## src/rtl/i2c_cmd_queue_if.sv

```systemverilog
// ---------------------------------------------------------------------------
// i2c_cmd_queue_if
//   Host-side handshake bundle of the I2C command queue.
//
//   cmd_valid_i  host -> queue  command push request
//   cmd_ready_o  queue -> host  push accepted when high
//   cmd_i        host -> queue  {sta, sto, rd, wr, ack}
//   cmd_dat_i    host -> queue  byte to write
//   rx_valid_o   queue -> host  result queue non-empty
//   rx_ready_i   host -> queue  result pop
//   rx_dat_o     queue -> host  result head {ack, byte}
//
//   slave modport: the queue itself. master modport: the host driving it.
// ---------------------------------------------------------------------------
interface i2c_cmd_queue_if;
    logic       cmd_valid_i;
    logic       cmd_ready_o;
    logic [4:0] cmd_i;
    logic [7:0] cmd_dat_i;
    logic       rx_valid_o;
    logic       rx_ready_i;
    logic [8:0] rx_dat_o;

    modport slave (
        input  cmd_valid_i, cmd_i, cmd_dat_i, rx_ready_i,
        output cmd_ready_o, rx_valid_o, rx_dat_o
    );

    modport master (
        output cmd_valid_i, cmd_i, cmd_dat_i, rx_ready_i,
        input  cmd_ready_o, rx_valid_o, rx_dat_o
    );
endinterface

```

## src/rtl/i2c_cmd_queue.sv

```systemverilog
// ---------------------------------------------------------------------------
// i2c_cmd_queue
//   Buffers host commands for an I2C byte controller and collects read
//   results. A command FIFO feeds a three-state issuer (IDLE/ISSUE/GAP) that
//   drives registered command strobes; read results return through a
//   result FIFO.
//
//   clk_i, rst_i          clock, synchronous active-high reset
//   ena_i                 core enable; low stops new issues only
//   q_if (slave)          host command push / result pop handshake
//   start_o..ack_o, dat_o byte-controller command strobes and write byte
//   cmd_ack_i             byte-controller command done pulse
//   ack_i, dat_i          received ack bit (1 = NACK) and byte
//   al_i                  arbitration lost: flush and abort
//   clr_i                 clears the sticky al_o / nack_o flags
//   busy_o                a command is in flight
//   cmd_cnt_o             queued command entries, in-flight excluded
//   al_o, nack_o          sticky arbitration-lost and write-NACK flags
// ---------------------------------------------------------------------------
module i2c_cmd_queue #(
    parameter int DEPTH = 8
) (
    input  logic                   clk_i,
    input  logic                   rst_i,
    input  logic                   ena_i,
    i2c_cmd_queue_if.slave         q_if,
    output logic                   start_o,
    output logic                   stop_o,
    output logic                   read_o,
    output logic                   write_o,
    output logic                   ack_o,
    output logic [7:0]             dat_o,
    input  logic                   cmd_ack_i,
    input  logic                   ack_i,
    input  logic [7:0]             dat_i,
    input  logic                   al_i,
    input  logic                   clr_i,
    output logic                   busy_o,
    output logic [$clog2(DEPTH):0] cmd_cnt_o,
    output logic                   al_o,
    output logic                   nack_o
);
    localparam int AW = $clog2(DEPTH);
    localparam logic [AW:0] FULL_CNT = (AW+1)'(DEPTH);

    typedef struct packed {
        logic sta;
        logic sto;
        logic rd;
        logic wr;
        logic ack;
    } cmd_t;

    typedef struct packed {
        cmd_t       cmd;
        logic [7:0] dat;
    } entry_t;

    typedef enum logic [1:0] {ST_IDLE, ST_ISSUE, ST_GAP} state_t;

    // Storage
    entry_t      cmd_mem [DEPTH];
    logic [8:0]  rx_mem  [DEPTH];

    // FIFO bookkeeping
    logic [AW-1:0] cmd_wr_q, cmd_wr_d, cmd_rd_q, cmd_rd_d;
    logic [AW:0]   cmd_cnt_q, cmd_cnt_d;
    logic [AW-1:0] rx_wr_q, rx_wr_d, rx_rd_q, rx_rd_d;
    logic [AW:0]   rx_cnt_q, rx_cnt_d;

    // Issuer state and registered outputs
    state_t     state_q;
    cmd_t       strb_q;
    logic [7:0] dat_q;
    logic       al_q;
    logic       nack_q;

    // Combinational control
    entry_t in_entry;
    entry_t head;
    cmd_t   head_strb;
    logic   cmd_empty, cmd_full, rx_full;
    logic   push_acc, push_ok, head_avail, issue;
    logic   cmd_wr_en, cmd_pop;
    logic   rx_push, rx_pop, cmd_done, nack_evt;

    assign in_entry  = {q_if.cmd_i, q_if.cmd_dat_i};
    assign cmd_empty = (cmd_cnt_q == '0);
    assign cmd_full  = (cmd_cnt_q == FULL_CNT);
    assign rx_full   = (rx_cnt_q == FULL_CNT);

    assign q_if.cmd_ready_o = !cmd_full && !al_q;
    assign push_acc = q_if.cmd_valid_i && q_if.cmd_ready_o;
    // Entries with no bus action are dropped; a same-cycle al_i also drops.
    assign push_ok  = push_acc && (in_entry.cmd[4:1] != 4'b0) && !al_i;

    // Done pulse for the in-flight command, unless arbitration was lost.
    assign cmd_done = (state_q == ST_ISSUE) && cmd_ack_i && !al_i;
    assign rx_push  = cmd_done && strb_q.rd;
    assign nack_evt = cmd_done && strb_q.wr && ack_i;
    assign rx_pop   = q_if.rx_ready_i && q_if.rx_valid_o;

    // NOTE: every signal assigned in an always_comb gets a default first so
    // no path leaves it unassigned and no latch is inferred.
    always_comb begin
        // An empty queue forwards the incoming push so it can issue at once.
        head       = cmd_empty ? in_entry : cmd_mem[cmd_rd_q];
        head_avail = !cmd_empty || push_ok;
        head_strb  = head.cmd;
        head_strb.wr = head.cmd.wr & ~head.cmd.rd;  // read wins over write
        // A read only issues when its result has somewhere to go.
        issue      = (state_q == ST_IDLE) && ena_i && head_avail &&
                     (!head.cmd.rd || !rx_full) && !al_i;
        cmd_pop    = issue && !cmd_empty;
        cmd_wr_en  = push_ok && !(issue && cmd_empty);
    end

    always_comb begin
        cmd_wr_d  = cmd_wr_q;
        cmd_rd_d  = cmd_rd_q;
        cmd_cnt_d = cmd_cnt_q;
        rx_wr_d   = rx_wr_q;
        rx_rd_d   = rx_rd_q;
        rx_cnt_d  = rx_cnt_q;

        if (al_i) begin
            cmd_wr_d  = '0;
            cmd_rd_d  = '0;
            cmd_cnt_d = '0;
        end else begin
            if (cmd_wr_en) cmd_wr_d = cmd_wr_q + 1'b1;
            if (cmd_pop)   cmd_rd_d = cmd_rd_q + 1'b1;
            unique case ({cmd_wr_en, cmd_pop})
                2'b10:   cmd_cnt_d = cmd_cnt_q + 1'b1;
                2'b01:   cmd_cnt_d = cmd_cnt_q - 1'b1;
                default: cmd_cnt_d = cmd_cnt_q;
            endcase
        end

        if (rx_push) rx_wr_d = rx_wr_q + 1'b1;
        if (rx_pop)  rx_rd_d = rx_rd_q + 1'b1;
        unique case ({rx_push, rx_pop})
            2'b10:   rx_cnt_d = rx_cnt_q + 1'b1;
            2'b01:   rx_cnt_d = rx_cnt_q - 1'b1;
            default: rx_cnt_d = rx_cnt_q;
        endcase
    end

    // NOTE: storage arrays are not reset; validity is carried entirely by
    // the pointers and counts, which are.
    always_ff @(posedge clk_i) begin
        if (cmd_wr_en) cmd_mem[cmd_wr_q] <= in_entry;
        if (rx_push)   rx_mem[rx_wr_q]   <= {ack_i, dat_i};
    end

    // NOTE: sequential state uses non-blocking assignments so every register
    // samples the pre-edge values regardless of statement order.
    always_ff @(posedge clk_i) begin
        if (rst_i) begin
            cmd_wr_q  <= '0;
            cmd_rd_q  <= '0;
            cmd_cnt_q <= '0;
            rx_wr_q   <= '0;
            rx_rd_q   <= '0;
            rx_cnt_q  <= '0;
        end else begin
            cmd_wr_q  <= cmd_wr_d;
            cmd_rd_q  <= cmd_rd_d;
            cmd_cnt_q <= cmd_cnt_d;
            rx_wr_q   <= rx_wr_d;
            rx_rd_q   <= rx_rd_d;
            rx_cnt_q  <= rx_cnt_d;
        end
    end

    always_ff @(posedge clk_i) begin
        if (rst_i) begin
            state_q <= ST_IDLE;
            strb_q  <= '0;
            dat_q   <= '0;
            al_q    <= 1'b0;
            nack_q  <= 1'b0;
        end else begin
            if (al_i) begin
                // Abort whatever is in flight; the FIFO flush happens above.
                state_q <= ST_IDLE;
                strb_q  <= '0;
            end else begin
                unique case (state_q)
                    ST_IDLE: begin
                        if (issue) begin
                            state_q <= ST_ISSUE;
                            strb_q  <= head_strb;
                            dat_q   <= head.dat;
                        end
                    end
                    ST_ISSUE: begin
                        if (cmd_ack_i) begin
                            state_q <= ST_GAP;
                            strb_q  <= '0;
                        end
                    end
                    ST_GAP:  state_q <= ST_IDLE;
                    default: state_q <= ST_IDLE;
                endcase
            end

            // Set events beat a same-cycle clear.
            if (al_i)        al_q <= 1'b1;
            else if (clr_i)  al_q <= 1'b0;
            if (nack_evt)    nack_q <= 1'b1;
            else if (clr_i)  nack_q <= 1'b0;
        end
    end

    assign start_o   = strb_q.sta;
    assign stop_o    = strb_q.sto;
    assign read_o    = strb_q.rd;
    assign write_o   = strb_q.wr;
    assign ack_o     = strb_q.ack;
    assign dat_o     = dat_q;
    assign busy_o    = (state_q == ST_ISSUE);
    assign cmd_cnt_o = cmd_cnt_q;
    assign al_o      = al_q;
    assign nack_o    = nack_q;

    assign q_if.rx_valid_o = (rx_cnt_q != '0);
    // Masked so the head reads zero while the queue is empty.
    assign q_if.rx_dat_o   = q_if.rx_valid_o ? rx_mem[rx_rd_q] : 9'h000;
endmodule

```

## src/flat_wrapper.sv

```systemverilog
// flat-port wrapper written by rule: the top's interface ports become plain ports
module i2c_cmd_queue_flat 
#(
    parameter int DEPTH = 8
)
  (clk_i, rst_i, ena_i, start_o, stop_o, read_o, write_o, ack_o, dat_o, cmd_ack_i, ack_i, dat_i, al_i, clr_i, busy_o, cmd_cnt_o, al_o, nack_o, q_if_cmd_valid_i, q_if_cmd_i, q_if_cmd_dat_i, q_if_rx_ready_i, q_if_cmd_ready_o, q_if_rx_valid_o, q_if_rx_dat_o);
  i2c_cmd_queue_if q_if_i ();
  input  logic clk_i;
  input  logic rst_i;
  input  logic ena_i;
  output logic start_o;
  output logic stop_o;
  output logic read_o;
  output logic write_o;
  output logic ack_o;
  output logic [7:0] dat_o;
  input  logic cmd_ack_i;
  input  logic ack_i;
  input  logic [7:0] dat_i;
  input  logic al_i;
  input  logic clr_i;
  output logic busy_o;
  output logic [$clog2(DEPTH):0] cmd_cnt_o;
  output logic al_o;
  output logic nack_o;
  input wire logic [$bits(q_if_i.cmd_valid_i)-1:0] q_if_cmd_valid_i;
  input wire logic [$bits(q_if_i.cmd_i)-1:0] q_if_cmd_i;
  input wire logic [$bits(q_if_i.cmd_dat_i)-1:0] q_if_cmd_dat_i;
  input wire logic [$bits(q_if_i.rx_ready_i)-1:0] q_if_rx_ready_i;
  output wire logic [$bits(q_if_i.cmd_ready_o)-1:0] q_if_cmd_ready_o;
  output wire logic [$bits(q_if_i.rx_valid_o)-1:0] q_if_rx_valid_o;
  output wire logic [$bits(q_if_i.rx_dat_o)-1:0] q_if_rx_dat_o;
  assign q_if_i.cmd_valid_i = q_if_cmd_valid_i;
  assign q_if_i.cmd_i = q_if_cmd_i;
  assign q_if_i.cmd_dat_i = q_if_cmd_dat_i;
  assign q_if_i.rx_ready_i = q_if_rx_ready_i;
  assign q_if_cmd_ready_o = q_if_i.cmd_ready_o;
  assign q_if_rx_valid_o = q_if_i.rx_valid_o;
  assign q_if_rx_dat_o = q_if_i.rx_dat_o;
  i2c_cmd_queue #(.DEPTH(DEPTH)) u_core (.clk_i(clk_i), .rst_i(rst_i), .ena_i(ena_i), .q_if(q_if_i), .start_o(start_o), .stop_o(stop_o), .read_o(read_o), .write_o(write_o), .ack_o(ack_o), .dat_o(dat_o), .cmd_ack_i(cmd_ack_i), .ack_i(ack_i), .dat_i(dat_i), .al_i(al_i), .clr_i(clr_i), .busy_o(busy_o), .cmd_cnt_o(cmd_cnt_o), .al_o(al_o), .nack_o(nack_o));
endmodule
```

## config.mk

```make
export PLATFORM = sky130hd
export DESIGN_NAME = i2c_cmd_queue_flat
export DESIGN_NICKNAME = d
export VERILOG_FILES = /design/src/rtl/i2c_cmd_queue_if.sv /design/src/rtl/i2c_cmd_queue.sv /design/src/flat_wrapper.sv
export SDC_FILE = /design/constraint.sdc
export NUM_CORES = 1
export LEC_CHECK = 0
export ABC_CLOCK_PERIOD_IN_PS = 3300
export CAP_MARGIN = 20
export CORE_ASPECT_RATIO = 2
export CORE_MARGIN = 3
export CORE_UTILIZATION = 45
export CTS_CLUSTER_DIAMETER = 60
export CTS_CLUSTER_SIZE = 20
export DETAILED_ROUTE_END_ITERATION = 7
export DONT_BUFFER_PORTS = 1
export GPL_TIMING_DRIVEN = 0
export PLACE_DENSITY_LB_ADDON = 0.3
export REMOVE_ABC_BUFFERS = 1
export SYNTH_ARGS = -nofsm -noshare
export SYNTH_HDL_FRONTEND = slang
export SYNTH_SLANG_ARGS = --single-unit
```

## constraint.sdc

```tcl
create_clock -name clk_i -period 3.3 [get_ports clk_i]
set_clock_uncertainty 0.2 [all_clocks]
set_input_delay 0.66 -clock clk_i [delete_from_list [all_inputs] [get_ports clk_i]]
set_output_delay 0.66 -clock clk_i [all_outputs]
set_load 0.01 [all_outputs]
```

=== Word level (Yosys, flattened, before mapping) ===
Memories as Yosys holds them, arrays and structs flattened. A register that Yosys moved wholly into a read port is not among the register bits.
Index checks and enable logic that the tools add are counted.

* Output and inout port bits: 31
* Bits in writable memories: 176
* Bits of input ports: 30
* Memories kept: 2
* Word-level logic and storage cells: 97
* Register bits after elaboration: 37

{| class="wikitable"
|+ Memories
! memory !! depth !! width !! read ports !! clocked after memory_dff !! wr ports !! RTL line !! RTL
|-
| u_core.cmd_mem || 8 || 13 || 1 || 1 || 1 || i2c_cmd_queue.sv:62 || <nowiki>entry_t cmd_mem [DEPTH];</nowiki>
|-
| u_core.rx_mem || 8 || 9 || 1 || 1 || 1 || i2c_cmd_queue.sv:63 || <nowiki>logic [8:0] rx_mem [DEPTH];</nowiki>
|}

* Bitwise gates (word level): 3
* Reductions and logical operators: 39
* Eq/ne operators: 9
* $add $sub $neg: 8
* Mux-type cells: 21

{| class="wikitable"
|+ Operator list
! cell !! number
|-
| $logic_and A1 B1 Y1 || 17
|-
| $pmux W4 S2 || 2
|-
| $mux W13 || 1
|-
| $add A3 B1 Y3 const B || 4
|-
| $mux W3 || 4
|-
| $mux W5 || 2
|-
| $pmux W5 S2 || 1
|-
| $reduce_bool A2 Y1 || 5
|-
| $mux W9 || 1
|-
| $add A4 B1 Y4 const B || 2
|-
| $eq A4 B4 Y1 const B || 2
|-
| $reduce_bool A4 Y1 || 2
|-
| $sub A4 B1 Y4 const B || 2
|-
| $logic_not A1 Y1 || 7
|-
| $mux W1 || 7
|-
| $eq A2 B1 Y1 const B || 3
|-
| $reduce_and A3 Y1 || 2
|-
| $eq A2 B2 Y1 const B || 2
|-
| $logic_not A4 Y1 || 1
|-
| $mux W2 || 2
|-
| $pmux W2 S2 || 1
|-
| $logic_not A2 Y1 || 1
|-
| $logic_or A1 B1 Y1 || 2
|-
| $ne A2 B1 Y1 const B || 1
|-
| 5 further kinds || 6
|}

=== Longest topological paths before layout ===
* Word-level depth: 15
* Depth in mapped cells: 12
* Depth with buffers taken out: 11

=== Worst setup path before layout ===
Ideal clock, no wire load.

* Path type: input port to flip-flop
* Start point: input port al_i
* End point: memory u_core.cmd_mem[0][0] (netlist bit), enable pin
* Library setup time: 0.400 ns
* Stages on the path: 5
* Path slack: -0.034 ns
* Buffers on the path: 0
* Arrival time: 2.734 ns
* Path through: nand2b_1 > a2111o_1 > a31oi_1 > nand2b_1 > nor3_1

* Word-level cells in the longest chain between the ends: 11

{| class="wikitable"
|+ Ends and longest elaborated chain
! item !! RTL line !! RTL
|-
| from (decl) || flat_wrapper.sv:20 || <nowiki>input logic al_i;</nowiki>
|-
| $logic_not A1 Y1 (*) || i2c_cmd_queue.sv:95, i2c_cmd_queue.sv:113 ||
|-
| $logic_and A1 B1 Y1 || i2c_cmd_queue.sv:95 || <nowiki>assign push_ok = push_acc && (in_entry.cmd[4:1] != 4'b0) && !al_i;</nowiki>
|-
| $logic_or A1 B1 Y1 || i2c_cmd_queue.sv:108 || <nowiki>head_avail = !cmd_empty || push_ok;</nowiki>
|-
| $logic_and A1 B1 Y1 (2 in a row) || i2c_cmd_queue.sv:112 || <nowiki>issue = (state_q == ST_IDLE) && ena_i && head_avail &&</nowiki>
|-
| $logic_and A1 B1 Y1 || i2c_cmd_queue.sv:113 || <nowiki>(!head.cmd.rd || !rx_full) && !al_i;</nowiki>
|-
| $logic_and A1 B1 Y1 || i2c_cmd_queue.sv:115 || <nowiki>cmd_wr_en = push_ok && !(issue && cmd_empty);</nowiki>
|-
| $logic_not A1 Y1 || i2c_cmd_queue.sv:115 ||
|-
| $logic_and A1 B1 Y1 (*) || i2c_cmd_queue.sv:115 ||
|-
| $mux W1 (*) || i2c_cmd_queue.sv:152 || <nowiki>if (cmd_wr_en) cmd_mem[cmd_wr_q] <= in_entry;</nowiki>
|-
| $mux W1 (implied by the code) (*) || i2c_cmd_queue.sv:152 ||
|-
| to (decl) || i2c_cmd_queue.sv:62 ||
|}

Every way passes the cells marked *; elsewhere a longest branch is shown, timed or not.

==> results.py <==
metrics = {
    "outcome": {
        "status": "complete, no violations",
    },
    "sta": {
        "hold_violations": 0,
        "holdWs_ps": 59.9,
        "maxSlewHeadroom": 0.307,
        "fin_setup_tns_ps": 0,
        "fmax_mhz": 314,
        "layout_worst_path_cycle_share": 0.965,
        "fin_crit_ps": 3180,
        "finalMaxSlewViolations": 0,
        "tightest_slew_ps": 1040,
        "setup_viol": 0,
        "rsz0062_at_grt": "no",
    },
    "clock_tree": {
        "ctsHtreeMaxLevel": 1,
        "clkTransAtPathRegs_ps": 90,
        "cts-buffers-inserted": 14,
        "cts-root-buf": "clkbuf_16",
        "cts_tree": "done",
        "ctsHoldBuffers": 0,
        "clock-sinks": 219,
        "insertion_delay_ps": 470,
        "clockBufferDepth": 3,
    },
    "worst_setup_path": {
        "startpoint_type": "flop",
        "crit_buf_inv": 0,
        "end_kind": "flop",
        "crit_arrival_ps": 3390,
        "path_class": "flop to flop",
        "path_cells": "mux2_4, o31a_1, and3_4, nor2_2, ha_2, xor2_1, ha_1, a21oi_1, xor2_1, or3_1, a21oi_1",
        "crit_family": "simple AND/OR/NAND/NOR gates",
        "slowest_stage": "dfxtp_4",
        "required_ps": 3500,
        "cp_max_fo": 14,
        "max_stage_delay_ps": 550,
    },
    "grt": {
        "antenna_found_initial": 0,
        "track_usage": 0.169,
        "grt_pass1_vias": 4897,
        "grt_pass1_wl_um": 27700,
        "gr-total-overflow": 0,
        "grt_max_degree": 32,
    },
    "finish": {
        "final_common_cell": "edfxtp_1",
        "fill_cells": 1588,
        "multi_input_area_um2": 2590,
        "final_cell_mix": "edfxtp_1, nor2_1, mux4_2",
        "fin_nets": 572,
        "synthToLayoutAreaGrowth_pct": 10.4,
        "fin_area_um2": 9690,
        "final_layout_size_suffix_gt1_frac": 0.206,
        "regArea_um2": 6150,
    },
    "logic_synthesis": {
        "synth_warnings": 0,
        "synth_area_um2": 8770,
        "ys_seq_area_frac": 0.701,
        "synthFlopType": "edfxtp_1",
        "synth.avg_cell_area_um2": 16.8,
        "synth-edff-count": 176,
        "yosysUniqueCellTypes": 49,
        "async_reset_ff_frac": 0,
        "ys_ff_latch": 219,
        "synth_cells": 523,
    },
    "placed_design": {
        "io_buffers": 0,
        "place_hpwl_um": 11900,
        "postPlaceCellArea_um2": 9210,
        "place_congestion": 0.827,
    },
    "drt": {
        "route.detailed.wl_per_inst_um": 22.3,
        "routed_wl_um": 17700,
        "drt_iter0_markers": 294,
        "firstDrtPassIters": 4,
        "ant_nets": 0,
        "vias_per_cell": 5.67,
        "num_vias": 4505,
        "drc": 0,
    },
    "floorplan": {
        "die-height_um": 203,
        "num_io_pins": 61,
        "die-area_um2": 21300,
        "start_util": 0.461,
        "dieWidth_um": 105,
        "placeableCoreArea_um2": 19000,
        "rows": 71,
    },
    "power_and_ir_drop": {
        "finalPower_mw": 4.75,
        "ir_worst_vdd_mv": 0.563,
        "p_leak_nw": 3.00,
        "power_density_nw_per_um2": 491,
    },
    "job": {
        "maxCapViolCount": 0,
    },
    "hold_path": {
        "hold_path_class": "primary input to flop",
    },
}
==> where the power goes <==
group | internal, mW | switching (mW) | total [mW]
clock | 0.843 | 0.839 | 1.68
combinational | 0.0328 | 0.0431 | 0.0759
sequential | 2.99 | 0.00899 | 2.99
==> area by class of cell <==
class / count / share of cell area
clock buffer: 22 / 0.0415
antenna: 2 / 0.000517
sequential: 219 / 0.635
inverter: 8 / 0.00310
clock inverter: 1 / 0.000388
tap: 255 / 0.0329
timing repair buffer: 14 / 0.0189
multi-input combinational: 274 / 0.267
==> through the flow <==
| stage | worst slack (ps) | std cells | utilization |
|---|---|---|---|
| 2_1_floorplan | -406 | 501 | - |
| 3_3_place_gp | -1150 | 756 | 0.473 |
| 3_5_place_dp | -473 | 769 | 0.484 |
| 4_1_cts | 13.3 | 793 | 0.508 |
| 5_1_grt | 14.4 | 793 | 0.509 |
| 6_report | 117 | 795 | 0.509 |
==> cells in the mapped netlist (2+ instances only) <==
cell / count / area, um^2
a32o_1: 2 / 20.0
mux2i_1: 19 / 190
a31oi_1: 2 / 12.5
nor4bb_1: 2 / 20.0
nor3_1: 16 / 80.1
edfxtp_1: 176 / 5290
mux2_2: 3 / 33.8
clkbuf_1: 12 / 45.0
nor4b_1: 2 / 17.5
nand3b_1: 2 / 15.0
o22ai_1: 12 / 75.1
inv_1: 8 / 30.0
dfxtp_1: 43 / 861
nor2_1: 50 / 188
xnor2_1: 3 / 26.3
xor2_1: 7 / 61.3
buf_2: 5 / 25.0
or3_1: 8 / 50.1
nand2b_1: 10 / 62.6
o21ai_0: 6 / 30.0
buf_1: 3 / 11.3
a21oi_1: 19 / 95.1
mux4_2: 42 / 946
ha_1: 10 / 125
nor4_1: 3 / 18.8
buf_6: 2 / 22.5
nand2_1: 18 / 67.6
mux2_4: 6 / 90.1
nor2b_1: 11 / 68.8
or4_1: 2 / 15.0
==> cells by family after synthesis <==
logic type | share of synthesized area
simple gates | 0.0755
xor+xnor | 0.00999
buf+inv | 0.0153
flops | 0.701
mux | 0.144
compound gates | 0.0382
fa+ha+maj | 0.0166
==> what timing repair did <==
item                                    CTS  global route
pin swaps                                 1             0
gates resized for setup                   8             6
cloned                                    0             0
endpoints found under the setup margin   39            32
setup buffers                             1             0
==> worst paths after layout <==
kind | startpoint | end | slack, ps | cells past startpoint
hold / removal | rst_i | flop | 60 | 1
setup reg to reg | flop | u_core.cmd_cnt_o[2]$_SDFFE_PP0P_ | 120 | 11
setup / recovery | flop | u_core.cmd_cnt_o[2]$_SDFFE_PP0P_ | 120 | 11
hold reg to reg | u_core.cmd_rd_q[2]$_SDFFE_PP0N_ | flop | 300 | 2
==> state kept, by name (all words and copies together) (netlist names), 4 cells and up, named ones only <==
register          count
u_core.cmd_cnt_o      4
u_core.cmd_mem      104
u_core.dat_o          8
u_core.rx_cnt_q       4
u_core.rx_mem        72
==> per-layer routing <==
metal	part of all wire	GRT usage
met1	0.35	0.179
met4	0.033	0.0662
met5	0	0
met3	0.051	0.0352
met2	0.57	0.325
(Power assumes the default switching activity.)
